===== src/rtl/arm_pkg.sv =====
// Shared fetch-path constants and types for the pipelined ARM core.
package arm_pkg;

  localparam logic [31:0] NOP_INSTR      = 32'hE1A0_0000;
  localparam logic [31:0] WORD_BYTES     = 32'd4;
  localparam logic [31:0] PC_READ_OFFSET = 32'd8;

  typedef struct packed {
    logic [31:0] instr;
    logic [31:0] pc;
  } fetch_entry_t;

  function automatic logic [31:0] align_word(input logic [31:0] addr);
    return {addr[31:2], 2'b00};
  endfunction

endpackage


===== src/rtl/fetch_stage_if.sv =====
// Instruction-memory request/response channel between the fetch stage and memory.
interface fetch_stage_if;

  logic        imem_req_valid;
  logic        imem_req_ready;
  logic [31:0] imem_addr;
  logic        imem_rsp_valid;
  logic [31:0] imem_rsp_data;

  modport master (
    output imem_req_valid,
    output imem_addr,
    input  imem_req_ready,
    input  imem_rsp_valid,
    input  imem_rsp_data
  );

  modport slave (
    input  imem_req_valid,
    input  imem_addr,
    output imem_req_ready,
    output imem_rsp_valid,
    output imem_rsp_data
  );

endinterface


===== src/rtl/fetch_fifo.sv =====
// Small synchronous FIFO of fetched words with their PCs; clear empties it in one cycle.
module fetch_fifo
  import arm_pkg::*;
#(
  parameter int DEPTH = 2,
  parameter int CW    = $clog2(DEPTH + 1)
) (
  input  logic          clk,
  input  logic          rst_n,
  input  logic          clear,
  input  logic          push,
  input  logic          pop,
  input  fetch_entry_t  push_data,
  output fetch_entry_t  head,
  output logic [CW-1:0] count
);

  localparam int PW = $clog2(DEPTH);

  fetch_entry_t    mem_r [DEPTH];
  logic [PW-1:0]   wr_ptr_r;
  logic [PW-1:0]   rd_ptr_r;
  logic [CW-1:0]   count_r;

  function automatic logic [PW-1:0] ptr_inc(input logic [PW-1:0] p);
    return (p == PW'(DEPTH - 1)) ? '0 : p + 1'b1;
  endfunction

  // Storage, pointers and occupancy
  always_ff @(posedge clk or negedge rst_n) begin
    if (!rst_n) begin
      for (int i = 0; i < DEPTH; i++) mem_r[i] <= '0;
      wr_ptr_r <= '0;
      rd_ptr_r <= '0;
      count_r  <= '0;
    end else if (clear) begin
      wr_ptr_r <= '0;
      rd_ptr_r <= '0;
      count_r  <= '0;
    end else begin
      if (push) begin
        mem_r[wr_ptr_r] <= push_data;
        wr_ptr_r        <= ptr_inc(wr_ptr_r);
      end
      if (pop) rd_ptr_r <= ptr_inc(rd_ptr_r);
      count_r <= count_r + CW'(push) - CW'(pop);
    end
  end

  assign head  = mem_r[rd_ptr_r];
  assign count = count_r;

endmodule


===== src/rtl/fetch_stage_chk.sv =====
// Protocol checks for the fetch stage: responses only with requests in flight, never into a full FIFO.
module fetch_stage_chk #(
  parameter int CW = 2
) (
  input logic          clk,
  input logic          rst_n,
  input logic          rsp_valid,
  input logic [CW-1:0] outstanding,
  input logic          push,
  input logic          fifo_full
);

  rsp_needs_outstanding: assert property (@(posedge clk) disable iff (!rst_n)
    rsp_valid |-> (outstanding != '0));

  no_push_when_full: assert property (@(posedge clk) disable iff (!rst_n)
    push |-> !fifo_full);

endmodule


===== src/rtl/fetch_stage.sv =====
// Instruction-fetch stage: PC, credit-limited memory requests, response buffering and IF/ID register.
module fetch_stage
  import arm_pkg::*;
#(
  parameter logic [31:0] RESET_PC   = 32'h0000_0000,
  parameter int          FIFO_DEPTH = 2
) (
  input  logic                 clk,
  input  logic                 reset,
  fetch_stage_if.master        imem,
  input  logic                 stall_d,
  input  logic                 flush_d,
  input  logic                 branch_taken_e,
  input  logic [31:0]          branch_target_e,
  output logic [31:0]          instr_d,
  output logic [31:0]          pcplus8_d,
  output logic                 instr_valid_d
);

  localparam int CW = $clog2(FIFO_DEPTH + 1);

  logic [31:0]   pc_r;
  logic [31:0]   rsp_pc_r;
  logic [CW-1:0] outstanding_r;
  logic [CW-1:0] drop_cnt_r;
  logic [CW-1:0] fifo_count_s;
  logic [CW-1:0] outstanding_next_s;
  fetch_entry_t  head_s;
  fetch_entry_t  rsp_entry_s;
  fetch_entry_t  out_entry_s;
  logic          credit_ok_s, req_valid_s, fire_s, rsp_s, drop_s, keep_s;
  logic          advance_s, fifo_empty_s, bypass_s, push_s, pop_s;

  assign credit_ok_s  = ({1'b0, outstanding_r} + {1'b0, fifo_count_s}) < (CW + 1)'(FIFO_DEPTH);
  assign req_valid_s  = reset && !branch_taken_e && credit_ok_s;
  assign fire_s       = req_valid_s && imem.imem_req_ready;
  assign rsp_s        = imem.imem_rsp_valid;
  assign drop_s       = rsp_s && (drop_cnt_r != '0);
  assign keep_s       = rsp_s && !drop_s && !branch_taken_e;
  assign advance_s    = !branch_taken_e && !flush_d && !stall_d;
  assign fifo_empty_s = (fifo_count_s == '0);
  // An arriving word goes straight to IF/ID when nothing older is buffered.
  assign bypass_s     = keep_s && fifo_empty_s && advance_s;
  assign push_s       = keep_s && !bypass_s;
  assign pop_s        = advance_s && !fifo_empty_s;
  assign rsp_entry_s  = '{instr: imem.imem_rsp_data, pc: rsp_pc_r};
  assign out_entry_s  = fifo_empty_s ? rsp_entry_s : head_s;
  assign outstanding_next_s = outstanding_r + CW'(fire_s) - CW'(rsp_s);

  assign imem.imem_req_valid = req_valid_s;
  assign imem.imem_addr      = pc_r;

  fetch_fifo #(.DEPTH(FIFO_DEPTH), .CW(CW)) u_fifo (
    .clk       (clk),
    .rst_n     (reset),
    .clear     (branch_taken_e),
    .push      (push_s),
    .pop       (pop_s),
    .push_data (rsp_entry_s),
    .head      (head_s),
    .count     (fifo_count_s)
  );

  fetch_stage_chk #(.CW(CW)) u_chk (
    .clk         (clk),
    .rst_n       (reset),
    .rsp_valid   (rsp_s),
    .outstanding (outstanding_r),
    .push        (push_s),
    .fifo_full   (fifo_count_s == CW'(FIFO_DEPTH))
  );

  // PC, next-response PC and in-flight bookkeeping
  always_ff @(posedge clk or negedge reset) begin
    if (!reset) begin
      pc_r          <= RESET_PC;
      rsp_pc_r      <= RESET_PC;
      outstanding_r <= '0;
      drop_cnt_r    <= '0;
    end else if (branch_taken_e) begin
      pc_r          <= align_word(branch_target_e);
      rsp_pc_r      <= align_word(branch_target_e);
      outstanding_r <= outstanding_next_s;
      // Every request still in flight predates the redirect, so all of them are stale.
      drop_cnt_r    <= outstanding_next_s;
    end else begin
      pc_r          <= fire_s ? (pc_r + WORD_BYTES) : pc_r;
      rsp_pc_r      <= keep_s ? (rsp_pc_r + WORD_BYTES) : rsp_pc_r;
      outstanding_r <= outstanding_next_s;
      drop_cnt_r    <= drop_cnt_r - CW'(drop_s);
    end
  end

  // IF/ID pipeline register
  always_ff @(posedge clk or negedge reset) begin
    if (!reset) begin
      instr_d       <= NOP_INSTR;
      pcplus8_d     <= 32'h0000_0000;
      instr_valid_d <= 1'b0;
    end else if (branch_taken_e || flush_d) begin
      instr_d       <= NOP_INSTR;
      instr_valid_d <= 1'b0;
    end else if (stall_d) begin
      instr_d       <= instr_d;
      instr_valid_d <= instr_valid_d;
    end else if (pop_s || bypass_s) begin
      instr_d       <= out_entry_s.instr;
      pcplus8_d     <= out_entry_s.pc + PC_READ_OFFSET;
      instr_valid_d <= 1'b1;
    end else begin
      instr_d       <= NOP_INSTR;
      instr_valid_d <= 1'b0;
    end
  end

endmodule


===== src/flat_wrapper.sv =====
// flat-port wrapper written by rule: the top's interface ports become plain ports
module fetch_stage_flat import arm_pkg::*;
#(
  parameter logic [31:0] RESET_PC   = 32'h0000_0000,
  parameter int          FIFO_DEPTH = 2
)
  (clk, reset, stall_d, flush_d, branch_taken_e, branch_target_e, instr_d, pcplus8_d, instr_valid_d, imem_imem_req_valid, imem_imem_addr, imem_imem_req_ready, imem_imem_rsp_valid, imem_imem_rsp_data);
  fetch_stage_if imem_i ();
  input  logic clk;
  input  logic reset;
  input  logic stall_d;
  input  logic flush_d;
  input  logic branch_taken_e;
  input  logic [31:0] branch_target_e;
  output logic [31:0] instr_d;
  output logic [31:0] pcplus8_d;
  output logic instr_valid_d;
  output wire logic [$bits(imem_i.imem_req_valid)-1:0] imem_imem_req_valid;
  output wire logic [$bits(imem_i.imem_addr)-1:0] imem_imem_addr;
  input wire logic [$bits(imem_i.imem_req_ready)-1:0] imem_imem_req_ready;
  input wire logic [$bits(imem_i.imem_rsp_valid)-1:0] imem_imem_rsp_valid;
  input wire logic [$bits(imem_i.imem_rsp_data)-1:0] imem_imem_rsp_data;
  assign imem_imem_req_valid = imem_i.imem_req_valid;
  assign imem_imem_addr = imem_i.imem_addr;
  assign imem_i.imem_req_ready = imem_imem_req_ready;
  assign imem_i.imem_rsp_valid = imem_imem_rsp_valid;
  assign imem_i.imem_rsp_data = imem_imem_rsp_data;
  fetch_stage #(.RESET_PC(RESET_PC), .FIFO_DEPTH(FIFO_DEPTH)) u_core (.clk(clk), .reset(reset), .imem(imem_i), .stall_d(stall_d), .flush_d(flush_d), .branch_taken_e(branch_taken_e), .branch_target_e(branch_target_e), .instr_d(instr_d), .pcplus8_d(pcplus8_d), .instr_valid_d(instr_valid_d));
endmodule

===== config.mk =====
export PLATFORM = sky130hd
export DESIGN_NAME = fetch_stage_flat
export DESIGN_NICKNAME = d
export VERILOG_FILES = /design/src/rtl/arm_pkg.sv /design/src/rtl/fetch_stage_if.sv /design/src/rtl/fetch_fifo.sv /design/src/rtl/fetch_stage_chk.sv /design/src/rtl/fetch_stage.sv /design/src/flat_wrapper.sv
export SDC_FILE = /design/constraint.sdc
export NUM_CORES = 1
export LEC_CHECK = 0
export CAP_MARGIN = 10
export CORE_MARGIN = 2
export CORE_UTILIZATION = 42
export CTS_CLUSTER_DIAMETER = 50
export DETAILED_ROUTE_END_ITERATION = 8
export GPL_ROUTABILITY_DRIVEN = 0
export GPL_TIMING_DRIVEN = 1
export PLACE_DENSITY = 0.61
export RECOVER_POWER = 100
export SYNTH_ARGS = -nofsm -noshare
export SYNTH_HDL_FRONTEND = slang
export SYNTH_SLANG_ARGS = --single-unit

===== constraint.sdc =====
create_clock -name clk -period 3.5 [get_ports clk]
set_clock_uncertainty 0.05 [all_clocks]
set_input_delay 0.525 -clock clk [delete_from_list [all_inputs] [get_ports clk]]
set_output_delay 0.525 -clock clk [all_outputs]
set_load 0.03 [all_outputs]

==> reports/results.tsv <==
metric	value	unit
number of synthesized flops with an enable pin	0	
multiplexer area fraction after synthesis	21.59	%
first-pass GRT wire length	46090	um
grt met2 use	28.79	%
layout cells sized above 1	22.35	%
grt ovf	0	
CP max stage cell	and3_1	
Final Cell Area	15430	um^2
# fillers	2594	
post-synthesis sequential area ratio	51.47	%
busiest grt layer	met2	
post-route ant nets	0	
switching power	3.328	mW
DR vias/cell	5.175	
Setup Buffers After CTS	0	
Avg Inst Size Synth	11.59	um^2
clk buf depth	3	
XOR/XNOR Fraction of Synth Area	6.139	%
Synth cell types	52	
PostCTS Resize Cnt	0	
DR iter-0 viols	480	
Die Span Y	175.9	um
PD cells	682.0	nW/um^2
Logic pwr share	28.3	%
#FFs+latches synth	255	
port buffer count	162	
synth warn	0	
Period minus WS final	3.233	ns
vias in the first global route	8544	
unrepaired setup endpoints after global routing	false	
area leader, netlist	dfrtp_1	
Post-Place Cells	1589	
largest family of logic cells by synthesized area	multiplexers	
Final WS setup	0.2669	ns
M1 GR Usage	27.10	%
final wirelength	28440	um
top cell type's share of synthesized area	50.20	%
nets	1318	
Worst EP arrival	3.62	ns
status	finished, final reports clean	
post-place instance area	14530	um^2
compound-cell area share of the yosys netlist	5.585	%
Hold Crit Class	primary input to asynchronous set/reset pin	
CTS tree	built	
die area	30940	um^2
Power Internal	7.198	mW
Initial Util	42.90	%
Via Count	8518	
Final Instance Count excl. Fillers	1646	
Placeable Area	28940	um^2
DR DRC count	0	
crit path max fanout	25	
cells along the critical path	dlygate4sd3_1, nor3b_1, clkbuf_1, and3_1, clkbuf_4, mux2_2	
area grow syn2layout	24.35	%
Max Cap Violations	0	
Tightest Pin Transition	1.448	ns
Worst setup EP type	flip-flop	
Clock Sinks	255	
Tot Pwr	10.53	mW
most frequent cells in the layout	dfrtp_1 (248), mux2_2 (180), nand2_1 (98), dlygate4sd3_1 (95), nor2_1 (70)	
synthesized instance count	1071	
antenna cells	0	
worst hold margin	0.1290	ns
total area of sequential cells	6392	um^2
Mapped Area	12410	um^2
fin crit share	92.37	%
maximum number of pins on one net before global-route repair	147	
relative slew slack	3.450	%
final hold violation count	0	
clk_lat worst skew	0.55	ns
area of the multi-input gates	5667	um^2
Die X	175.9	um
most common cell after layout, fill and taps aside	dfrtp_1	
Worst setup SP type	primary input	
root buffer cell	clkbuf_16	
area share of fa/ha/maj cells after synthesis	0.9677	%
Synth Area in Simple Gates	11.23	%
worst IR drop on VDD	488.0	uV
dpl ws	0.3448	ns
required time worst endpoint	3.89	ns
leakage power	6.515	nW
Final Setup Violations	0	
Hold Buf Count CTS	0	
reg-to-reg setup timing slack	0.32	ns
worst setup path category	primary input to flip-flop	
Boundary Pins	169	
row count	62	
final HPWL from detailed placement	19280	um
Synth async-reset ratio	100.0	%
Sw Share	31.62	%
Seq pwr share	41.7	%
Layout Utilization	53.34	%
initial antenna violation count	0	
Pins Over Slew Limit	0	
clock power share	30.0	%
CTS Buf Count	31	
Main synth FF type	dfrtp_1	
drt wl/cell	17.28	um
drt pass-1 iters	4	
clock-pin slew on the worst setup and hold paths	0.06	ns
top post-synthesis cells by area	dfrtp_1 (50%), mux2_2 (16%), mux2i_1 (4.9%)	
fmax	0.3093	GHz
Worst path max stage delay	0.73	ns
gr usage total	18.55	%
final setup TNS	0	ns
met3 Use GR	3.095	%
H-tree depth	1	
-- final cells by class --
| cell class | count | area share, % |
|---|---|---|
| clock buffers | 42 | 5.618 |
| clock inverters | 15 | 0.9890 |
| inverters | 9 | 0.2189 |
| multi-input cells | 752 | 36.72 |
| flip-flops and latches | 255 | 41.42 |
| well taps | 384 | 3.113 |
| repair buffers | 189 | 11.93 |
-- power groups by stage --
| stage | clock network (mW) | registers (mW) | logic (mW) |
|---|---|---|---|
| after CTS | 3.24 | 4.41 | 3.13 |
| after floorplan | 0 | 4.71 | 1.75 |
| after global placement | 0 | 4.40 | 3.06 |
| after detailed placement | 0 | 4.45 | 3.12 |
| final | 3.16 | 4.39 | 2.98 |
| after global routing | 3.36 | 4.51 | 3.25 |
-- per-layer routing --
layer	wire, um	vias up
li1	-	4077
met1	13960	4182
met2	12460	213
met3	1390	46
met4	619	0
met5	0	-
-- state kept, by name, indices dropped and copies added, names as in the netlist --
name and flops:
u_core.u_fifo.mem_r 124, u_core.instr_d 32, u_core.imem.imem_addr 30, u_core.pcplus8_d 30, u_core.rsp_pc_r 30, u_core.drop_cnt_r 2, u_core.outstanding_r 2, u_core.u_fifo.count 2
u_core.instr_valid_d 1, u_core.u_fifo.rd_ptr_r 1, u_core.u_fifo.wr_ptr_r 1
-- logic make-up (layout without fill, tap and decap cells) --
group                    Yosys count  in the layout
flip-flops                       255            255
other                              1              4
adder cells (fa/ha/maj)            9              9
XOR/XNOR                          87             87
buffers and inverters             67            255
AND/OR/NAND/NOR                  276            276
AO/OA/AOI/OAI                    132            132
multiplexers                     244            244
-- cells in the mapped netlist, types with 7 or more instances --
master      n
a21oi_1    58
clkbuf_1   30
nand4_1    17
mux2i_1    61
nor3_1     12
o21ai_0    58
inv_1       8
xnor2_1    48
and3_1     15
xor2_1     39
ha_1        8
nand2_1    98
and2_1      7
mux2_2    180
nand3_1    22
dfrtp_1   249
nor2_1     71
buf_2      13
-- worst paths after layout --
path	to	start	depth (start not counted)
max in group asynchronous	u_core.u_fifo.mem_r[32]$_DFFE_PN0P_	reset	3
min	u_core.u_fifo.mem_r[115]$_DFFE_PN0P_	reset	2
min reg2reg	u_core.instr_valid_d$_DFFE_PN0P_	u_core.instr_valid_d$_DFFE_PN0P_	2
min in group clk	u_core.instr_valid_d$_DFFE_PN0P_	u_core.instr_valid_d$_DFFE_PN0P_	2
max	u_core.u_fifo.mem_r[17]$_DFFE_PN0P_	imem_imem_rsp_valid	6
max reg2reg	u_core.imem.imem_addr[28]$_DFFE_PN0P_	u_core.u_fifo.count[0]$_DFF_PN0_	8
-- critical path: cells and delay by family --
family	cells	cell delay, ns
buf+inv	3	1.77
mux	1	0.39
simple gates	2	0.92
Note: power is estimated with default switching activity, not from simulation.
